`config.mk`:
```
export PLATFORM = sky130hd
export DESIGN_NAME = pmod_step_monitor
export DESIGN_NICKNAME = d
export VERILOG_FILES = /design/src/rtl/pmod_step_monitor.sv
export SDC_FILE = /design/constraint.sdc
export NUM_CORES = 1
export LEC_CHECK = 0
export CAP_MARGIN = 20
export CELL_PAD_IN_SITES_DETAIL_PLACEMENT = 1
export CELL_PAD_IN_SITES_GLOBAL_PLACEMENT = 1
export CORE_UTILIZATION = 24
export DETAILED_ROUTE_END_ITERATION = 12
export PLACE_DENSITY_LB_ADDON = 0.25
export SKIP_CTS_REPAIR_TIMING = 1
export SYNTH_ARGS = -nofsm -noshare
export SYNTH_HDL_FRONTEND = slang
export SYNTH_SLANG_ARGS = --single-unit
```
`constraint.sdc`:
```
create_clock -name clk -period 9.6 [get_ports clk]
set_input_delay 1.92 -clock clk [delete_from_list [all_inputs] [get_ports clk]]
set_output_delay 1.92 -clock clk [all_outputs]
set_load 0.01 [all_outputs]
```
`src/rtl/pmod_step_monitor.sv`:
```
//==============================================================================
// Module  : pmod_step_monitor
// Brief   : Decodes a full-step coil pattern into steps, direction, position and errors.
// Revision: 1.0 - initial release
//==============================================================================
`default_nettype none

module pmod_step_monitor #(
   parameter int POS_W         = 16,
   parameter int SYNC_STAGES   = 2,
   parameter int STABLE_CYCLES = 8,
   parameter int IDLE_TIMEOUT  = 1000000
) (
   input  logic                    clk,
   input  logic                    rst,
   input  logic [3:0]              signal_in,
   input  logic [1:0]              limit_in,
   input  logic                    clr_err,
   output logic signed [POS_W-1:0] position,
   output logic                    step_pulse,
   output logic                    dir,
   output logic                    moving,
   output logic                    at_home,
   output logic                    at_end,
   output logic                    err_skip,
   output logic                    err_illegal
);

   localparam int CNT_W  = $clog2(STABLE_CYCLES + 1);
   localparam int IDLE_W = $clog2(IDLE_TIMEOUT + 1);
   localparam logic [CNT_W-1:0]        C_STABLE  = CNT_W'(STABLE_CYCLES);
   localparam logic [IDLE_W-1:0]       C_IDLE    = IDLE_W'(IDLE_TIMEOUT);
   localparam logic signed [POS_W-1:0] C_POS_MAX = {1'b0, {(POS_W-1){1'b1}}};
   localparam logic signed [POS_W-1:0] C_POS_MIN = {1'b1, {(POS_W-1){1'b0}}};

   typedef enum logic [1:0] {
      ST_IDLE  = 2'd0,
      ST_TRACK = 2'd1,
      ST_LOST  = 2'd2
   } state_t;

   state_t r_state, w_state_next;

   logic [SYNC_STAGES-1:0][3:0] r_sig_sync;
   logic [SYNC_STAGES-1:0][1:0] r_lim_sync;
   logic [3:0]                  r_cand;
   logic [CNT_W-1:0]            r_cnt;
   logic [3:0]                  r_last;
   logic [IDLE_W-1:0]           r_idle;

   logic [3:0]       w_sample;
   logic             w_match;
   logic [CNT_W-1:0] w_cnt_next;
   logic             w_reach;
   logic             w_accept;
   logic             w_onehot;
   logic             w_zero;
   logic [3:0]       w_fwd;
   logic [3:0]       w_rev;
   logic             w_inc;
   logic             w_dec;
   logic             w_set_skip;
   logic             w_set_ill;

   // Index 0 is the newest stage; the oldest stage feeds the decoder.
   always_ff @(posedge clk or negedge rst) begin
      if (!rst) begin
         r_sig_sync <= '0;
         r_lim_sync <= '0;
      end else begin
         r_sig_sync <= {r_sig_sync[SYNC_STAGES-2:0], signal_in};
         r_lim_sync <= {r_lim_sync[SYNC_STAGES-2:0], limit_in};
      end
   end

   assign w_sample = r_sig_sync[SYNC_STAGES-1];
   assign at_home  = r_lim_sync[SYNC_STAGES-1][0];
   assign at_end   = r_lim_sync[SYNC_STAGES-1][1];

   assign w_match = (w_sample == r_cand);

   always_comb begin
      w_cnt_next = CNT_W'(1);
      if (w_match) begin
         w_cnt_next = (r_cnt == C_STABLE) ? r_cnt : r_cnt + CNT_W'(1);
      end
   end

   // Acceptance happens once, on the edge the counter first reaches the threshold.
   assign w_reach  = (w_cnt_next == C_STABLE) && !(w_match && (r_cnt == C_STABLE));
   assign w_accept = w_reach && (w_sample != r_last);

   assign w_zero   = (w_sample == 4'b0000);
   assign w_onehot = !w_zero && ((w_sample & (w_sample - 4'd1)) == 4'b0000);
   assign w_fwd    = {r_last[0], r_last[3:1]};
   assign w_rev    = {r_last[2:0], r_last[3]};

   always_ff @(posedge clk or negedge rst) begin
      if (!rst) begin
         r_state <= ST_IDLE;
      end else begin
         r_state <= w_state_next;
      end
   end

   always_comb begin
      w_state_next = r_state;
      w_inc        = 1'b0;
      w_dec        = 1'b0;
      w_set_skip   = 1'b0;
      w_set_ill    = 1'b0;
      if (w_accept) begin
         case (r_state)
            ST_IDLE: begin
               if (w_onehot) begin
                  w_state_next = ST_TRACK;
               end else if (!w_zero) begin
                  w_set_ill    = 1'b1;
                  w_state_next = ST_LOST;
               end
            end
            ST_TRACK: begin
               if (w_zero) begin
                  w_state_next = ST_IDLE;
               end else if (!w_onehot) begin
                  w_set_ill    = 1'b1;
                  w_state_next = ST_LOST;
               end else if (w_sample == w_fwd) begin
                  w_inc = 1'b1;
               end else if (w_sample == w_rev) begin
                  w_dec = 1'b1;
               end else begin
                  w_set_skip   = 1'b1;
                  w_state_next = ST_LOST;
               end
            end
            ST_LOST: begin
               if (w_zero) begin
                  w_state_next = ST_IDLE;
               end else if (w_onehot) begin
                  w_state_next = ST_TRACK;
               end else begin
                  w_set_ill = 1'b1;
               end
            end
            default: w_state_next = ST_IDLE;
         endcase
      end
   end

   always_ff @(posedge clk or negedge rst) begin
      if (!rst) begin
         r_cand      <= 4'b0000;
         r_cnt       <= '0;
         r_last      <= 4'b0000;
         r_idle      <= '0;
         position    <= '0;
         step_pulse  <= 1'b0;
         dir         <= 1'b0;
         err_skip    <= 1'b0;
         err_illegal <= 1'b0;
      end else begin
         r_cand     <= w_sample;
         r_cnt      <= w_cnt_next;
         step_pulse <= w_inc | w_dec;
         if (w_accept) begin
            r_last <= w_sample;
         end
         if (w_inc) begin
            dir <= 1'b1;
         end else if (w_dec) begin
            dir <= 1'b0;
         end
         // Home switch wins over any step in the same cycle.
         if (at_home) begin
            position <= '0;
         end else if (w_inc && (position != C_POS_MAX)) begin
            position <= position + POS_W'(1);
         end else if (w_dec && (position != C_POS_MIN)) begin
            position <= position - POS_W'(1);
         end
         if (w_inc | w_dec) begin
            r_idle <= C_IDLE;
         end else if (r_idle != '0) begin
            r_idle <= r_idle - IDLE_W'(1);
         end
         err_skip    <= w_set_skip | (err_skip & ~clr_err);
         err_illegal <= w_set_ill | (err_illegal & ~clr_err);
      end
   end

   assign moving = (r_idle != '0);

endmodule

`default_nettype wire

```
Yosys cells after proc, flatten, opt, wreduce, memory -nomap -nowiden
Index checks and enable logic that the tools add are counted.

Bits of input ports: 9. Logic and storage cells: 98. Output and inout bits: 23. Register bits after elaboration: 66.

$add $sub $neg: 5. Eq/ne operators: 14. Bitwise logic cells: 7. Mux-type cells: 41. Reduce and logical (&&, ||, !) cells: 17.

Operators by type and width (number): $mux W16 (3); $mux W20 (2); $ne A16 B16 Y1 const B (2); $mux W1 (24); $reduce_bool A20 Y1 (1); $sub A20 B1 Y20 const B (1); $add A16 B2 Y16 const B (1); $mux W2 (8); $sub A16 B2 Y16 const B (1); $eq A4 B4 Y1 (3); $eq A4 B4 Y1 const B (2); $logic_not A4 Y1 (2); $mux W4 (2); $ne A4 B4 Y1 const B (2); $logic_and A1 B1 Y1 (6); $ne A3 B3 Y1 const B (2); $pmux W2 S3 (1); $reduce_and A5 Y1 (1); $add A4 B1 Y4 const B (1); $and A4 B4 Y4 (1); $ne A4 B4 Y1 (1); $reduce_bool A2 Y1 (2); $sub A4 B1 Y4 const B (1); $or A1 B1 Y1 (3); other kinds (9) (11).

Longest topological paths before layout
Gate-level depths: netlist of run 1.

Depth in word-level cells: 12. Depth in mapped cells: 14. Gate-level depth less buffers: 14.

Least setup slack after synthesis of run 1
Ideal clock, no wire load.

Path type: flip-flop to flip-flop. Start point: reg r_sig_sync, in the netlist w_sample[2]. End point: reg position[15]. Slack: 5.523 ns. Stages on the path, launching flop included: 14. Path buffers: 1. Setup time: 0.128 ns. Arrival time: 3.950 ns. Period minus slack after synthesis: 4.077 ns. Required time: 9.472 ns. Cells stage by stage: dfrtp_1 > buf_4 > or3_4 > or2_4 > a21boi_4 > nand4_1 > ha_1 > a211oi_1 > o21ai_1 > o2111ai_1 > a21oi_1 > o31ai_1 > mux2i_1 > mux2_1.

Word-level cells in the longest chain between the ends: 11. Elaborated cells on any way between the ends: 32. Classes of those cells: add/sub: 1; eq/ne: 5; mux: 14; bitwise: 1; reduce/logical: 11.

Ends and longest elaborated chain: start: declaration (line 44) `logic [SYNC_STAGES-1:0][3:0] r_sig_sync;`; start signal: assignment (line 71) `r_sig_sync <= {r_sig_sync[SYNC_STAGES-2:0], signal_in};`; $sub A4 B1 Y4 (line 94) `assign w_onehot = !w_zero && ((w_sample & (w_sample - 4'd1)) == 4'b0000);`; $and A4 B4 Y4 (line 94); $logic_not A4 Y1 (line 94); $logic_and A1 B1 Y1 (line 94); $mux W1 (line 125) `end else if (!w_onehot) begin`; $mux W1 (line 123) `if (w_zero) begin`; $mux W1 (line 113) `case (r_state)`; $mux W1 (line 112) `if (w_accept) begin`; $logic_and A1 B1 Y1 (line 177) `end else if (w_inc && (position != C_POS_MAX)) begin`; $mux W16 (line 177); $mux W16 (line 175) `if (at_home) begin`; end signal: assignment (line 178) `position <= position + POS_W'(1);`; end signal: assignment (line 180) `position <= position - POS_W'(1);`; end: declaration (line 19) `output logic signed [POS_W-1:0] position,`.

Parallel ways exist; a longest one is shown, timed or not. A chain may end at the register's enable or synchronous reset.

Worst setup path after layout of run 1
Start point: reg r_sig_sync, in the netlist w_sample[3]. End point: reg position[15].

Same word-level chain as after synthesis.

==> impl_metrics.tcl, run 1 <==
set metrics [dict create \
    fin_setup_tns_ps 0 \
    finalSetupViolCount 0 \
    ys.flop_type "dfrtp_1" \
    max_stage_delay_ps 860 \
    cts.clk_slew.worst_paths_ps 50 \
    maxCapViolCount 0 \
    worstSkewPairLatency_ps 340 \
    finClkSkew_ps 10.8 \
    drive_gt1_frac 0.0733 \
    nNetsFinal 439 \
    p_leak_uw 0.00201 \
    grt_usage 0.122 \
    synth_top_family_by_area "simple AND/OR/NAND/NOR gates" \
    n_fill_cell 1767 \
    crit_path_start_kind "flop" \
    dp_hpwl_um 6440 \
    vias 2835 \
    hold_path_class "reg -> reg" \
    row_count 45 \
    dieArea_um2 16300 \
    cts_buffers 9 \
    synthAdderAreaFrac 0.0839 \
    synth_edf_count 0 \
    drt_iter0_markers 128 \
    synth_seq_area_share 0.436 \
    cp_slowest_cell "nand4_1" \
    period_needed_ps 4800 \
    synthCells 374 \
    chipHeight_um 128 \
    synth_area_leader_cell "dfrtp_1" \
    status "complete, no violations" \
    peakVddDrop_mv 0.0834 \
    synth_compound_area_frac 0.119 \
    rsz0062_at_grt "false" \
    ys_warn_count 0 \
    synthTopCellsByArea "dfrtp_1 (44%), ha_1 (7.6%), xnor2_1 (6.0%)" \
    wl_per_cell_um 14.4 \
    ant_nets 0 \
    dr.pass1.iters 4 \
    cts_buffer_depth 2 \
    cp.arrival_ps 5010 \
    stdcell_area_um2 4580 \
    maxSlewHeadroom 0.326 \
    cp-end-kind "flop" \
    cp_cell_sequence "xnor2_1, nand4_1, a2111oi_2, nand4_1, ha_1, a211oi_1, o21ai_1, o2111ai_1, a21oi_1, o31ai_1, mux2i_1, mux2_1" \
    grt_start_max_net_pins 67 \
    place.gp.congestion 0.777 \
    grt_pass1_wl_um 15600 \
    grt_antenna_before_repair 0 \
    pin_count 32 \
    slew_violations 0 \
    placed_cell_area_um2 4280 \
    port_buffers 31 \
    synth_nets 407 \
    clock-sinks 66 \
    synth_top_cell_area_share 0.436 \
    start_util 0.247 \
    ys_ff_latch 66 \
    drc_errors 0 \
    grt_pass1_vias 3026 \
    async_reset_ff_frac 1.00 \
    critPathMaxFanout 19 \
    criticalPathCategory "reg -> reg" \
    overflow 0 \
    core_area_um2 15300 \
    synthSimpleGateAreaFrac 0.177 \
    finalHoldViolations 0 \
    worst_pin_slew_ps 1010 \
    timing.critical_path.mode_cell "nand4_1" \
    area_delta_synth_final_pct 20.7 \
    die_w_um 128 \
    synth.distinct_cells 58 \
    synth_mux_area_frac 0.0555 \
    layout_common_cells "dfrtp_1 (66), nor2_1 (38), clkdlybuf4s50_1 (30)" \
    cts-root-buf "clkbuf_16" \
    power_density_nw_per_um2 165 \
    min_period_over_period 0.500 \
    synthXorXnorAreaFrac 0.0948 \
    syn_avg_cell_area_um2 10.1 \
    max_freq_mhz 208 \
    syn-cell-area_um2 3790 \
    cts_tree "done" \
    via_per_inst 4.57 \
    drt-total-wl_um 8930 \
    cts_max_level 3 \
    layout_commonest_cell "dfrtp_1" \
    antennaDiodeCount 0 \
    required_ps 9810 \
]
final cells by class:
| class | count | area, um^2 | area share |
|---|---|---|---|
| Clock buffer | 11 | 253 | 0.0552 |
| Multi-Input combinational cell | 284 | 2010 | 0.438 |
| Clock inverter | 3 | 40.0 | 0.00875 |
| Tap cell | 211 | 264 | 0.0577 |
| Sequential cell | 66 | 1650 | 0.361 |
| Timing Repair Buffer | 32 | 313 | 0.0684 |
| Inverter | 13 | 48.8 | 0.0107 |
registers in the layout, indices dropped and copies added (netlist names):
| register | count |
|---|---|
| at_end | 1 |
| at_home | 1 |
| dir | 1 |
| err_illegal | 1 |
| err_skip | 1 |
| position | 16 |
| r_cand | 4 |
| r_cnt | 4 |
| r_idle | 20 |
| r_last | 4 |
| r_lim_sync | 2 |
| r_sig_sync | 4 |
| r_state | 2 |
| step_pulse | 1 |
| w_sample | 4 |
stage by stage:
stage	util	setup slack (ps)	std cells	hold slack (ps)	power, uW
floorplan	-	5520	374	331	396
global placement	0.280	4950	606	333	428
detailed placement	0.280	4750	606	336	433
CTS	0.299	4750	620	348	771
global route	0.299	4290	620	353	797
finish	0.299	4800	620	346	755
synthesized netlist by cell type (2+ instances only):
library cell / instances
mux2_1: 3
a21oi_1: 21
clkbuf_1: 2
buf_2: 3
nand3_1: 9
xnor2_1: 26
dfrtp_1: 66
mux2i_1: 12
nor3_1: 11
o22ai_1: 2
or3_1: 7
a211o_1: 3
and2_1: 2
ha_1: 23
inv_1: 12
nand4_1: 8
o21ai_0: 11
nand2_1: 23
a31oi_1: 2
mux2_2: 5
a211oi_1: 4
a21o_1: 4
nand3b_1: 2
buf_6: 2
xor2_1: 15
o211ai_1: 3
nor4_1: 8
or4_1: 2
buf_4: 2
o31ai_1: 5
nand2b_1: 4
o21ai_1: 2
o41ai_1: 2
nor2_1: 38
nor2b_1: 7
critical path: cells and delay by family, from the launching register on:
kind / cells / cell delay (ps)
adders and majority gates: 1 / 660
and+or+nand+nor: 2 / 1100
muxes: 2 / 590
xor gates and xnor gates: 1 / 170
AOI/OAI and AO/OA: 6 / 1570
DFF: 1 / 590
per-layer routing:
layer  GRT usage  share of wire  vias to the layer above
met5           0              0                        -
met2       0.196           0.47                       31
met4      0.0519          0.018                        0
met3      0.0225          0.025                       11
met1       0.162           0.49                     1403
li1            -              -                     1390
cell families (layout without fill, tap and decap cells):
family / after synthesis / count (layout)
adders and majority gates: 25 / 25
AOI/OAI and AO/OA: 67 / 67
DFF: 66 / 66
xor gates and xnor gates: 41 / 41
muxes: 20 / 20
and+or+nand+nor: 131 / 131
buffers and inverters: 24 / 59
power by group:
part	leakage [uW]	internal, uW	total [uW]	switching, uW
clock	0.000147	211	329	118
combinational	0.000987	56.0	127	71.2
sequential	0.000880	290	298	7.88
final timing paths:
| kind | depth (start not counted) | slack [ps] | to | start |
|---|---|---|---|---|
| min reg2reg | 0 | 350 | at_end | r_lim_sync[1] |
| min in group asynchronous | 2 | 1780 | r_idle[10] | rst |
| max | 12 | 4800 | position[15] | w_sample[3] |
| max reg2reg | 12 | 4800 | position[15] | w_sample[3] |
| min | 0 | 350 | at_end | r_lim_sync[1] |
| max in group asynchronous | 2 | 7250 | r_cnt[3] | rst |
(Power assumes the default switching activity.)
==> run 2: changes to the inputs <==
Clock period 9.6 ns to 4.5 ns, I/O delays scaled along.
==> run 2 against run 1 <==
Net effect:
- non-clock buffer count increased by 2
- utilization increased by 0.11 points
- combinational power increased by 110%
- register-to-register slack got worse by 4300 ps
- clock skew decreased by 6.5 ps
- count of clock-buffer cells in the layout decreased by 2
- sequential share of layout area decreased by 0.14 points
- total power increased by 110%
- wire length increased by 2.5%
==> impl_metrics.tcl, run 2 (synthesized netlist as in run 1, its figures left out) <==
set metrics [dict create \
    grt_antenna_before_repair 0 \
    antennaDiodeCount 0 \
    layout_commonest_cell "dfrtp_1" \
    ant_nets 0 \
    worstReg2RegStart "w_sample[1]" \
    min-delay-start "r_sig_sync[1]" \
    rsz0062_at_grt "false" \
    wl_per_cell_um 14.7 \
    finalSetupViolCount 0 \
    min_period_over_period 0.886 \
    area_delta_synth_final_pct 21.2 \
    top_regs "r_idle x20, position x16" \
    drive_gt1_frac 0.0823 \
    maxCapViolCount 0 \
    n_fill_cell 1799 \
    hold_depth 0 \
    finalHoldViolations 0 \
    criticalPathCategory "reg -> reg" \
    cts_buffers 9 \
    r2r_setup_slack_ps 510 \
    drt-total-wl_um 9150 \
    dp_hpwl_um 6720 \
    cts_buffer_depth 2 \
    period_needed_ps 3990 \
    overflow 0 \
    fin_setup_tns_ps 0 \
    die_w_um 128 \
    hold_path_class "reg -> reg" \
    port_buffers 31 \
    worstSkewPairLatency_ps 340 \
    seqCellArea_um2 1650 \
    grt_usage 0.124 \
    maxSlewHeadroom 0.513 \
    layout_common_cells "dfrtp_1 (66), nor2_1 (38), clkdlybuf4s50_1 (30)" \
    peakVddDrop_mv 0.255 \
    chipHeight_um 128 \
    power_density_nw_per_um2 352 \
    place.gp.congestion 0.782 \
    via_per_inst 4.60 \
    clock-sinks 66 \
    finClkSkew_ps 4.35 \
    dr.pass1.iters 4 \
    dieArea_um2 16300 \
    pin_count 32 \
    vias 2869 \
    cp-end-kind "flop" \
    drc_errors 0 \
    cts-root-buf "clkbuf_16" \
    power.total_uw 1620 \
    grt_pass1_wl_um 15600 \
    status "complete, no violations" \
    cp.arrival_ps 4210 \
    max_freq_mhz 251 \
    cts_tree "done" \
    required_ps 4730 \
    critPathMaxFanout 19 \
    slew_violations 0 \
    regMostFlops "r_idle" \
    nNetsFinal 441 \
    row_count 45 \
    grt_pass1_vias 3039 \
    grt_start_max_net_pins 36 \
    cts_max_level 3 \
    drt_iter0_markers 80 \
    multi_input_area_um2 2010 \
    cts.clk_slew.worst_paths_ps 60 \
    worst_pin_slew_ps 730 \
    p_leak_uw 0.00202 \
    largest_reg_flops 20 \
    crit_path_start "w_sample[1]" \
    r2r_cells 13 \
    crit_path_start_kind "flop" \
    core_area_um2 15300 \
    start_util 0.247 \
]
-- run 2: changes by cell type in the layout (fill, tap and decap cells not counted) --
cell        before  now
buf_4            1    3
clkbuf_8         2    0
clkinv_2         2    3
clkinv_4         0    2
clkinvlp_4       0    1
-- run 2: path summary, 6_finish.rpt --
kind                           endpoint
min in group asynchronous     r_idle[0]
max reg2reg                position[15]
max in group asynchronous   position[8]
min                         w_sample[1]
max                        position[15]
min reg2reg                 w_sample[1]
-- run 2: area by class of cell --
cell class	count	share of cell area
Clock buffer	9	0.0490
Timing Repair Buffer	34	0.0714
Multi-Input combinational cell	284	0.437
Clock inverter	7	0.0153
Tap cell	211	0.0575
Sequential cell	66	0.360
Inverter	13	0.0106
-- run 2: metrics by stage --
| stage | hold WS [ps] | cell area [um^2] | worst slack (ps) | utilization | instances |
|---|---|---|---|---|---|
| 2_1_floorplan | 331 | 3790 | 423 | - | 374 |
| 3_3_place_gp | 334 | 4300 | 659 | 0.281 | 608 |
| 3_5_place_dp | 337 | 4300 | 465 | 0.281 | 608 |
| 4_1_cts | 349 | 4590 | 462 | 0.300 | 624 |
| 5_1_grt | 356 | 4590 | 151 | 0.300 | 624 |
| 6_report | 349 | 4590 | 513 | 0.300 | 624 |
-- run 2: power breakdown --
part | switching, uW | leakage (uW) | total [uW] | internal, uW
clock network | 280 | 0.000145 | 707 | 427
registers | 17.0 | 0.000880 | 636 | 618
logic | 153 | 0.000996 | 273 | 120
total | 450 | 0.00202 | 1620 | 1170
-- run 2: worst max-delay path: stages (launching register included) --
cell and delay [ps]:
dfrtp_1 570, xnor2_1 180, nand4_1 280, a2111oi_2 450
nand4_1 170, buf_4 260, ha_1 310, a211oi_1 230
o21ai_1 170, o2111ai_1 250, a21oi_1 130, o31ai_1 300
mux2i_1 230, mux2_1 330
-- run 2: per-layer routing --
metal  vias up  share of wire  GRT usage
met4         0          0.016     0.0436
li1       1397              -          -
met5         -              0          0
met3         9          0.032     0.0334
met2        32           0.49      0.206
met1      1431           0.46      0.154
